`src/rtl/xc_malu_mp_pkg.sv`:
```
// Shared definitions for the multi-precision MALU sequencer: op codes,
// FSM state encoding and small decode helpers.
package xc_malu_mp_pkg;

    localparam logic [1:0] OP_MADD = 2'b00;
    localparam logic [1:0] OP_MSUB = 2'b01;
    localparam logic [1:0] OP_MMAC = 2'b10;
    localparam logic [1:0] OP_RSVD = 2'b11;

    localparam int STATE_W = 3;

    typedef enum logic [STATE_W-1:0] {
        ST_IDLE      = 3'd0,
        ST_WAIT_LIMB = 3'd1,
        ST_MUL       = 3'd2,
        ST_EMIT      = 3'd3,
        ST_EMIT_HI   = 3'd4
    } state_e;

    // The reserved encoding is folded onto MADD at request time so the
    // datapath only ever sees three ops.
    function automatic logic [1:0] canon_op(input logic [1:0] op);
        return (op == OP_RSVD) ? OP_MADD : op;
    endfunction

endpackage

```
`src/rtl/xc_malu_mp_mul.sv`:
```
// Bit-serial XLEN x XLEN shift-add multiplier with a preloaded addend.
// One multiplier bit per cycle, LSB first; done marks the final step.
module xc_malu_mp_mul
    import xc_malu_mp_pkg::*;
#(
    parameter int XLEN  = 32,
    parameter int CNT_W = $clog2(XLEN) + 1
) (
    input  logic              clk,
    input  logic              srst,
    input  logic              start,
    input  logic [XLEN-1:0]   a,
    input  logic [XLEN-1:0]   s,
    input  logic [2*XLEN-1:0] addend,
    output logic              done,
    output logic [2*XLEN-1:0] product
);

    localparam logic [CNT_W-1:0] LAST_CNT = CNT_W'(XLEN - 1);

    logic [2*XLEN-1:0] acc_q, acc_d;
    logic [2*XLEN-1:0] a_sh_q, a_sh_d;
    logic [XLEN-1:0]   s_q, s_d;
    logic [CNT_W-1:0]  count_q, count_d;
    logic              run_q, run_d;

    // Shifting a and s instead of indexing by count keeps the adder input
    // free of a barrel shifter.
    always_comb begin
        acc_d   = acc_q;
        a_sh_d  = a_sh_q;
        s_d     = s_q;
        count_d = count_q;
        run_d   = run_q;
        if (start) begin
            acc_d   = addend;
            a_sh_d  = {{XLEN{1'b0}}, a};
            s_d     = s;
            count_d = '0;
            run_d   = 1'b1;
        end else if (run_q) begin
            if (s_q[0]) begin
                acc_d = acc_q + a_sh_q;
            end
            a_sh_d  = a_sh_q << 1;
            s_d     = s_q >> 1;
            count_d = count_q + CNT_W'(1);
            if (count_q == LAST_CNT) begin
                run_d = 1'b0;
            end
        end
    end

    always_ff @(posedge clk) begin
        if (srst) begin
            acc_q   <= '0;
            a_sh_q  <= '0;
            s_q     <= '0;
            count_q <= '0;
            run_q   <= 1'b0;
        end else begin
            acc_q   <= acc_d;
            a_sh_q  <= a_sh_d;
            s_q     <= s_d;
            count_q <= count_d;
            run_q   <= run_d;
        end
    end

    assign done    = run_q && (count_q == LAST_CNT);
    assign product = acc_d;

endmodule

```
`src/rtl/xc_malu_mp.sv`:
```
// Multi-precision add / subtract / multiply-accumulate sequencer. Limbs
// stream in LS-first; carry, borrow or high word is chained internally.
module xc_malu_mp
    import xc_malu_mp_pkg::*;
#(
    parameter int XLEN  = 32,
    parameter int CNT_W = $clog2(XLEN) + 1
) (
    input  logic            g_clk,
    input  logic            g_reset,
    input  logic            req_valid,
    output logic            req_ready,
    input  logic [1:0]      req_op,
    input  logic            req_cin,
    input  logic [XLEN-1:0] req_scalar,
    input  logic            in_valid,
    output logic            in_ready,
    input  logic [XLEN-1:0] in_a,
    input  logic [XLEN-1:0] in_b,
    input  logic [XLEN-1:0] in_c,
    input  logic            in_last,
    output logic            out_valid,
    input  logic            out_ready,
    output logic [XLEN-1:0] out_data,
    output logic            out_last,
    output logic            out_carry,
    output logic            busy
);

    state_e            state_q, state_d;
    logic [1:0]        op_q, op_d;
    logic [XLEN-1:0]   scalar_q, scalar_d;
    logic              cy_q, cy_d;
    logic [XLEN-1:0]   hi_q, hi_d;
    logic [XLEN-1:0]   r_q, r_d;
    logic              last_q, last_d;

    logic [XLEN:0]     sum;
    logic [XLEN:0]     diff;
    logic [2*XLEN-1:0] mul_addend;
    logic              mul_start;
    logic              mul_done;
    logic [2*XLEN-1:0] mul_product;

    assign sum  = {1'b0, in_a} + {1'b0, in_b} + {{XLEN{1'b0}}, cy_q};
    // The top bit of the widened difference is the outgoing borrow.
    assign diff = {1'b0, in_a} - {1'b0, in_b} - {{XLEN{1'b0}}, cy_q};
    assign mul_addend = {{(XLEN-1){1'b0}}, ({1'b0, in_c} + {1'b0, hi_q})};

    xc_malu_mp_mul #(
        .XLEN  (XLEN),
        .CNT_W (CNT_W)
    ) u_mul (
        .clk     (g_clk),
        .srst    (g_reset),
        .start   (mul_start),
        .a       (in_a),
        .s       (scalar_q),
        .addend  (mul_addend),
        .done    (mul_done),
        .product (mul_product)
    );

    always_comb begin
        state_d   = state_q;
        op_d      = op_q;
        scalar_d  = scalar_q;
        cy_d      = cy_q;
        hi_d      = hi_q;
        r_d       = r_q;
        last_d    = last_q;
        mul_start = 1'b0;
        case (state_q)
            ST_IDLE: begin
                if (req_valid) begin
                    op_d     = canon_op(req_op);
                    scalar_d = req_scalar;
                    cy_d     = (canon_op(req_op) == OP_MMAC) ? 1'b0 : req_cin;
                    hi_d     = '0;
                    state_d  = ST_WAIT_LIMB;
                end
            end
            ST_WAIT_LIMB: begin
                if (in_valid) begin
                    last_d = in_last;
                    case (op_q)
                        OP_MSUB: begin
                            r_d     = diff[XLEN-1:0];
                            cy_d    = diff[XLEN];
                            state_d = ST_EMIT;
                        end
                        OP_MMAC: begin
                            mul_start = 1'b1;
                            state_d   = ST_MUL;
                        end
                        default: begin
                            r_d     = sum[XLEN-1:0];
                            cy_d    = sum[XLEN];
                            state_d = ST_EMIT;
                        end
                    endcase
                end
            end
            ST_MUL: begin
                if (mul_done) begin
                    r_d     = mul_product[XLEN-1:0];
                    hi_d    = mul_product[2*XLEN-1:XLEN];
                    state_d = ST_EMIT;
                end
            end
            ST_EMIT: begin
                if (out_ready) begin
                    if (!last_q) begin
                        state_d = ST_WAIT_LIMB;
                    end else if (op_q == OP_MMAC) begin
                        state_d = ST_EMIT_HI;
                    end else begin
                        state_d = ST_IDLE;
                    end
                end
            end
            ST_EMIT_HI: begin
                if (out_ready) begin
                    state_d = ST_IDLE;
                end
            end
            default: state_d = ST_IDLE;
        endcase
    end

    always_ff @(posedge g_clk) begin
        if (g_reset) begin
            state_q  <= ST_IDLE;
            op_q     <= OP_MADD;
            scalar_q <= '0;
            cy_q     <= 1'b0;
            hi_q     <= '0;
            r_q      <= '0;
            last_q   <= 1'b0;
        end else begin
            state_q  <= state_d;
            op_q     <= op_d;
            scalar_q <= scalar_d;
            cy_q     <= cy_d;
            hi_q     <= hi_d;
            r_q      <= r_d;
            last_q   <= last_d;
        end
    end

    always_comb begin
        req_ready = (state_q == ST_IDLE);
        in_ready  = (state_q == ST_WAIT_LIMB);
        out_valid = (state_q == ST_EMIT) || (state_q == ST_EMIT_HI);
        busy      = (state_q != ST_IDLE);
        out_data  = '0;
        out_last  = 1'b0;
        out_carry = 1'b0;
        if (state_q == ST_EMIT) begin
            out_data  = r_q;
            out_last  = last_q && (op_q != OP_MMAC);
            out_carry = last_q && (op_q != OP_MMAC) && cy_q;
        end else if (state_q == ST_EMIT_HI) begin
            out_data  = hi_q;
            out_last  = 1'b1;
        end
    end

endmodule

```
`config.mk`:
```
export PLATFORM = sky130hd
export DESIGN_NAME = xc_malu_mp
export DESIGN_NICKNAME = d
export VERILOG_FILES = /design/src/rtl/xc_malu_mp_pkg.sv /design/src/rtl/xc_malu_mp_mul.sv /design/src/rtl/xc_malu_mp.sv
export SDC_FILE = /design/constraint.sdc
export NUM_CORES = 1
export LEC_CHECK = 0
export CORE_ASPECT_RATIO = 1.4
export CORE_MARGIN = 1.5
export CORE_UTILIZATION = 40
export DETAILED_ROUTE_END_ITERATION = 7
export HOLD_SLACK_MARGIN = 0.02
export MAX_ROUTING_LAYER = met4
export SLEW_MARGIN = 40
export SYNTH_ARGS = -nofsm -noshare
export SYNTH_HDL_FRONTEND = slang
export SYNTH_SLANG_ARGS = --single-unit
```
`constraint.sdc`:
```
create_clock -name g_clk -period 4.05 [get_ports g_clk]
set_input_delay 0.81 -clock g_clk [delete_from_list [all_inputs] [get_ports g_clk]]
set_output_delay 0.81 -clock g_clk [all_outputs]
set_load 0.05 [all_outputs]
```
== Word level (Yosys, flattened, before mapping) ==
Cells that the tools add are included.
Widths: inputs -> output; s select.

* Register bits after elaboration: 270
* Input bits: 137
* Output and inout port bits: 38

* $add $sub $neg: 7
* Equality and inequality tests: 16
* Multiplexer cells: 40
* Reduce and logical (&&, ||, !) cells: 17

{| class="wikitable"
|+ Operators by type and width
! cell !! count
|-
| $mux 32 || 10
|-
| $mux 64 || 3
|-
| $pmux 32 s2 || 3
|-
| $add 32x32->33 || 2
|-
| $add 64x64->64 || 1
|-
| $add 33x1->33 || 1
|-
| $sub 32x32->33 || 1
|-
| $sub 33x1->33 || 1
|-
| $mux 3 || 7
|-
| $pmux 3 s5 || 1
|-
| $ne 2x2->1 const B || 7
|-
| $mux 1 || 13
|-
| $reduce_and 4->1 || 2
|-
| $reduce_bool 2->1 || 4
|-
| $add 6x1->6 const B || 1
|-
| $eq 2x2->1 const B || 3
|-
| $eq 3x2->1 const B || 2
|-
| $eq 6x5->1 const B || 1
|-
| $reduce_and 5->1 || 1
|-
| $pmux 1 s2 || 2
|-
| $reduce_and 2->1 || 2
|-
| $eq 3x1->1 const B || 1
|-
| $eq 3x3->1 const B || 1
|-
| $logic_and 1x1->1 || 3
|-
| 7 further kinds || 7
|}

== Logic depth before layout (Yosys ltp) ==
* Depth in word-level cells: 7
* Gate-level depth with buffers: 15
* Depth with buffers taken out: 15

== Hierarchy ==
Synthesis repeated with hierarchy kept, for this count alone.

* Cells, all modules: 2843
* Area total of the unflattened synthesis: 21275.4 µm²

{| class="wikitable"
|+ Modules (own cells, without submodules)
! module !! times used !! cells an instance !! area an instance (µm²) !! sequential area each (µm²)
|-
| xc_malu_mp_mul || 1 || 1482 || 11320.9 || 3343.2
|-
| xc_malu_mp || 1 || 1361 || 9954.5 || 2062.0
|}

== Worst setup path before layout ==
No wires, ideal clock.

* Path type: input-to-reg
* Start: in in_c[0]
* End: reg u_mul.acc_q[28]
* Arrival: 3655 ps
* Data required time: 3964 ps
* Slack: 310 ps
* Cell stages on the path: 13
* Path buffers: 0
* Path through: ha_1 > fa_1 > a211o_1 > o211ai_1 > a22o_1 > o311ai_0 > a31o_2 > a211oi_1 > o21ai_0 > a211oi_1 > xnor2_1 > nor2_1 > a211oi_1

* Cells in the longest elaborated chain, start to end: 2

{| class="wikitable"
|+ Ends and longest elaborated chain
! what !! line !! RTL
|-
| from (decl) || xc_malu_mp.sv:20 || <nowiki>input logic [XLEN-1:0] in_c,</nowiki>
|-
| $add 32x32->33 || xc_malu_mp.sv:48 || <nowiki>assign mul_addend = {{(XLEN-1){1'b0}}, ({1'b0, in_c} + {1'b0, hi_q})};</nowiki>
|-
| $mux 64 || xc_malu_mp_mul.sv:35 || <nowiki>if (start) begin</nowiki>
|-
| to (signal assigned) || xc_malu_mp_mul.sv:56 || <nowiki>acc_q <= '0;</nowiki>
|-
| to (signal assigned) || xc_malu_mp_mul.sv:62 || <nowiki>acc_q <= acc_d;</nowiki>
|-
| to (decl) || xc_malu_mp_mul.sv:21 || <nowiki>logic [2*XLEN-1:0] acc_q, acc_d;</nowiki>
|}

No other way between the ends.
A chain may end at the register's enable or synchronous reset.

== Final worst setup path ==
* Start: in in_b[0]
* End: reg r_q[25]

* Cells in the longest elaborated chain, start to end: 5

{| class="wikitable"
|+ Ends and longest elaborated chain
! what !! line !! RTL
|-
| from (decl) || xc_malu_mp.sv:19 || <nowiki>input logic [XLEN-1:0] in_b,</nowiki>
|-
| $add 32x32->33 / $sub 32x32->33 (equally long branches) || xc_malu_mp.sv:45, xc_malu_mp.sv:47 ||
|-
| $add 33x1->33 / $sub 33x1->33 (equally long branches) || xc_malu_mp.sv:45, xc_malu_mp.sv:47 ||
|-
| $pmux 32 s2 * || xc_malu_mp.sv:86 || <nowiki>case (op_q)</nowiki>
|-
| $mux 32 * || xc_malu_mp.sv:84 || <nowiki>if (in_valid) begin</nowiki>
|-
| $pmux 32 s2 * || xc_malu_mp.sv:73 || <nowiki>case (state_q)</nowiki>
|-
| to (signal assigned) || xc_malu_mp.sv:146 || <nowiki>r_q <= r_d;</nowiki>
|-
| to (decl) || xc_malu_mp.sv:35 || <nowiki>logic [XLEN-1:0] r_q, r_d;</nowiki>
|}

Every way passes the cells marked *; elsewhere a longest branch is shown, timed or not. The select of a mux whose other input is x is not followed.

==> summary.txt <==
Yosys
  • Synth top area share: 27.0%
  • Post-Syn Instances: 2592
  • Area leader, netlist: dfxtp_1
  • Dominant synthesized flop cell: dfxtp_1
  • Dominant cells by area after synthesis: dfxtp_1 (27%), ha_1 (12%), a21oi_1 (6.7%)
  • Count leader, synth: nor2_1
  • Seq cells post-synth: 270
  • Cell Area, Synth: 20000 sq um
  • Synth cell count leaders: nor2_1 (337), dfxtp_1 (270), a21oi_1 (268)
  • Distinct cells, synth: 73
  • EDFF count, synth: 0
  • Synth async-reset ratio: 0%
  • Syn Nets: 2924
  • Post-synthesis sequential area ratio: a little over a quarter
  • YS warnings: 0
  • Avg Inst Size Synth: approximately 7.7 sq um

Global routing
  • Vias in the first global route: about 19000
  • Antenna violations before repair: 1
  • First-pass GRT wire length: around 100000 um
  • GRT Total Usage: between 20 and 30%
  • Overflow after GRT: 0
  • Largest net degree at the start of global routing: approximately 70

Clocking
  • CTS H-tree depth: 1
  • Max clock buf depth: 3
  • Sink Count: 270
  • Root buf cell: clkbuf_16
  • CTS tree: done
  • Clock transition at path regs: approximately 0.070 ns
  • Worst skew pair latency: approximately 0.56 ns
  • CTS buffer count: 27

Power
  • Worst VDD drop: between 0.0002 and 0.0003 V
  • Leak pwr: between 10 and 15 nW
  • Pint: around 5.1 mW
  • Combinational power share: approximately 25%
  • Sequential power share: roughly 39%
  • Switch Pwr: ~2.2 mW
  • Overall Power: between 7 and 8 mW
  • Sw Ratio: between 20% and 30%
  • Clock power share: around 37%
  • PwrDens: between 200 and 300 nW/um^2

Placed design
  • Gp weighted congestion: roughly 0.96
  • Cells after DPL: roughly 3500
  • Post-DP HPWL: ~52000 um
  • Number of I/O port buffers: ~170

Routing
  • Avg WL per Cell: roughly 18 um
  • DRT iter0 DRCs: a little over 1000
  • Pre-Repair DR Iteration Count: 7
  • Drc violations: 0
  • Via Count: slightly below 20000
  • Vias per cell: between 5 and 6
  • Antenna viol nets, final: 0
  • Post-Route WL: 64700 um

Worst setup path
  • Max FO, Critical Path: 3
  • CP Data Arrival Time: about 4.3 ns
  • Worst Path Required: about 4.5 ns
  • Crit path kind: input pin to flop
  • Endpoint type of the worst setup path: flop
  • Critical Path Source Type: input pin

Finish
  • Fill cell count: approximately 4900
  • Post-Layout Cell Count: ~3500
  • Share of layout cells above drive strength 1: 10.6%
  • Final Util: around half
  • Total Nets Final: around 3200
  • P&R area growth vs syn: 23.2%

Timing
  • Setup TNS: 0 ns
  • Hold_ws: between 0.4 and 0.5 ns
  • Final worst path period share: a little over nine tenths
  • Slew HR: between 40% and 50%
  • Hold Fails Final Rpt: 0
  • Final setup fails: 0
  • RSZ-0062 raised after global routing: false
  • Worst-margin pin slew: 0.764 ns
  • Fmax: around 260 MHz
  • Fin crit period: slightly below 4 ns
  • Clock Skew: 0.0124 ns
  • Max Slew Vio Count: 0

Die
  • Initial Utilization: 40.7%
  • Total die area: between 50000 and 60000 sq um
  • Die Y-Extent: 268 um
  • Core area: between 40000 and 50000 sq um
  • I/O pin count: around 180
  • Cell Rows: between 90 and 100
  • Die W: 192 um

Min path
  • Min-Delay Path Class: flop to flop

Outcome
  • Status: finished, final reports clean

Job
  • # Max-Cap Violations: 0
placed cells by master, fill, tap and decap left out, types with 113 or more instances in the layout:
cell type | synthesis | final
nor2_1 | 337 | 334
dfxtp_1 | 270 | 269
a21oi_1 | 268 | 268
nand2_1 | 241 | 239
buf_4 | 0 | 216
ha_1 | 189 | 189
clkdlybuf4s50_1 | 0 | 172
o21ai_0 | 137 | 136
inv_1 | 132 | 132
a211oi_1 | 113 | 113
flip-flops by register name, summed over array words and instances, names as in the netlist, 2 cells and up:
| name | flops |
|---|---|
| r_q | 32 |
| u_mul.s_q | 32 |
| hi_q | 32 |
| u_mul.acc_q | 64 |
| u_mul.count_q | 6 |
| u_mul.a_sh_q | 64 |
| scalar_q | 32 |
| op_q | 2 |
| state_q | 3 |
critical path, cell delays in order:
cell             delay (ns)
clkdlybuf4s50_1        0.44
buf_4                  0.15
fa_1                   0.55
inv_1                  0.06
ha_1                   0.17
o21ai_1                0.12
nand3b_1               0.12
a31o_2                 0.27
o31a_1                 0.33
o22a_1                 0.21
a41o_1                 0.29
nand2_1                0.12
a21oi_1                0.08
or3_1                  0.31
a31oi_1                0.17
o31ai_1                0.08
timing repair:
item | in CTS | in global routing
gates resized for setup | 1 | 8
endpoints found under the setup margin | 1 | 11
hold buffers | 0 | 0
pin swaps | 2 | 4
buffers inserted | 0 | 2
kinds of logic (layout without fill, tap and decap cells):
logic type / count (synthesis) / in the layout / share of synthesized area [%]
AO/OA/AOI/OAI: 823 / 823 / 26.6
XOR/XNOR: 144 / 144 / 6.30
adder cells (fa/ha/maj): 195 / 195 / 12.4
buffers and inverters: 272 / 569 / 5.16
flip-flops: 270 / 270 / 27.0
multiplexers: 113 / 113 / 5.72
other: 0 / 1 / 0
AND/OR/NAND/NOR: 775 / 775 / 16.8
path summary, 6_finish.rpt:
kind / startpoint / slack [ns] / cells after the start / end
hold reg to reg: scalar_q[8] / 0.46 / 2 / scalar_q[8]
setup reg to reg: u_mul.a_sh_q[4] / 0.33 / 13 / hi_q[9]
setup / recovery: in_b[0] / 0.20 / 16 / r_q[25]
hold / removal: scalar_q[8] / 0.46 / 2 / scalar_q[8]
power by group through the flow:
| stage | logic (mW) | registers (mW) | clock network, mW |
|---|---|---|---|
| after floorplan | 1.04 | 2.83 | 0 |
| after global placement | 1.76 | 2.86 | 0 |
| after detailed placement | 1.77 | 2.87 | 0 |
| after CTS | 1.78 | 2.81 | 2.70 |
| after global routing | 1.97 | 2.81 | 2.81 |
| final | 1.79 | 2.81 | 2.64 |
final cells by class:
class                           instances  area (sq um)  area share [%]
Multi-Input combinational cell       2050         13700            55.5
Sequential cell                       270          5410            21.9
Timing Repair Buffer                  389          3360            13.6
Tap cell                              637           797            3.23
Clock buffer                           36           769            3.12
Inverter                              132           495            2.01
Clock inverter                         12           156           0.634
Antenna cell                            1          2.50          0.0101
per-stage QoR:
stage	setup WS [ns]	area [sq um]
after floorplan	0.310	20000
after global placement	-0.545	23700
after detailed placement	-0.607	23700
after CTS	0.00261	24600
after global routing	0.0322	24700
final	0.204	24700
metal layers:
layer  global-route usage (%)  share of wire (%)  vias up
li1                         -                  -     9807
met3                     1.70                3.5      101
met2                     44.2                 49      388
met5                        -                  0        -
met4                     8.44                3.3        0
met1                     31.4                 44     9022
No activity file was read; power rests on OpenSTA's default activity.
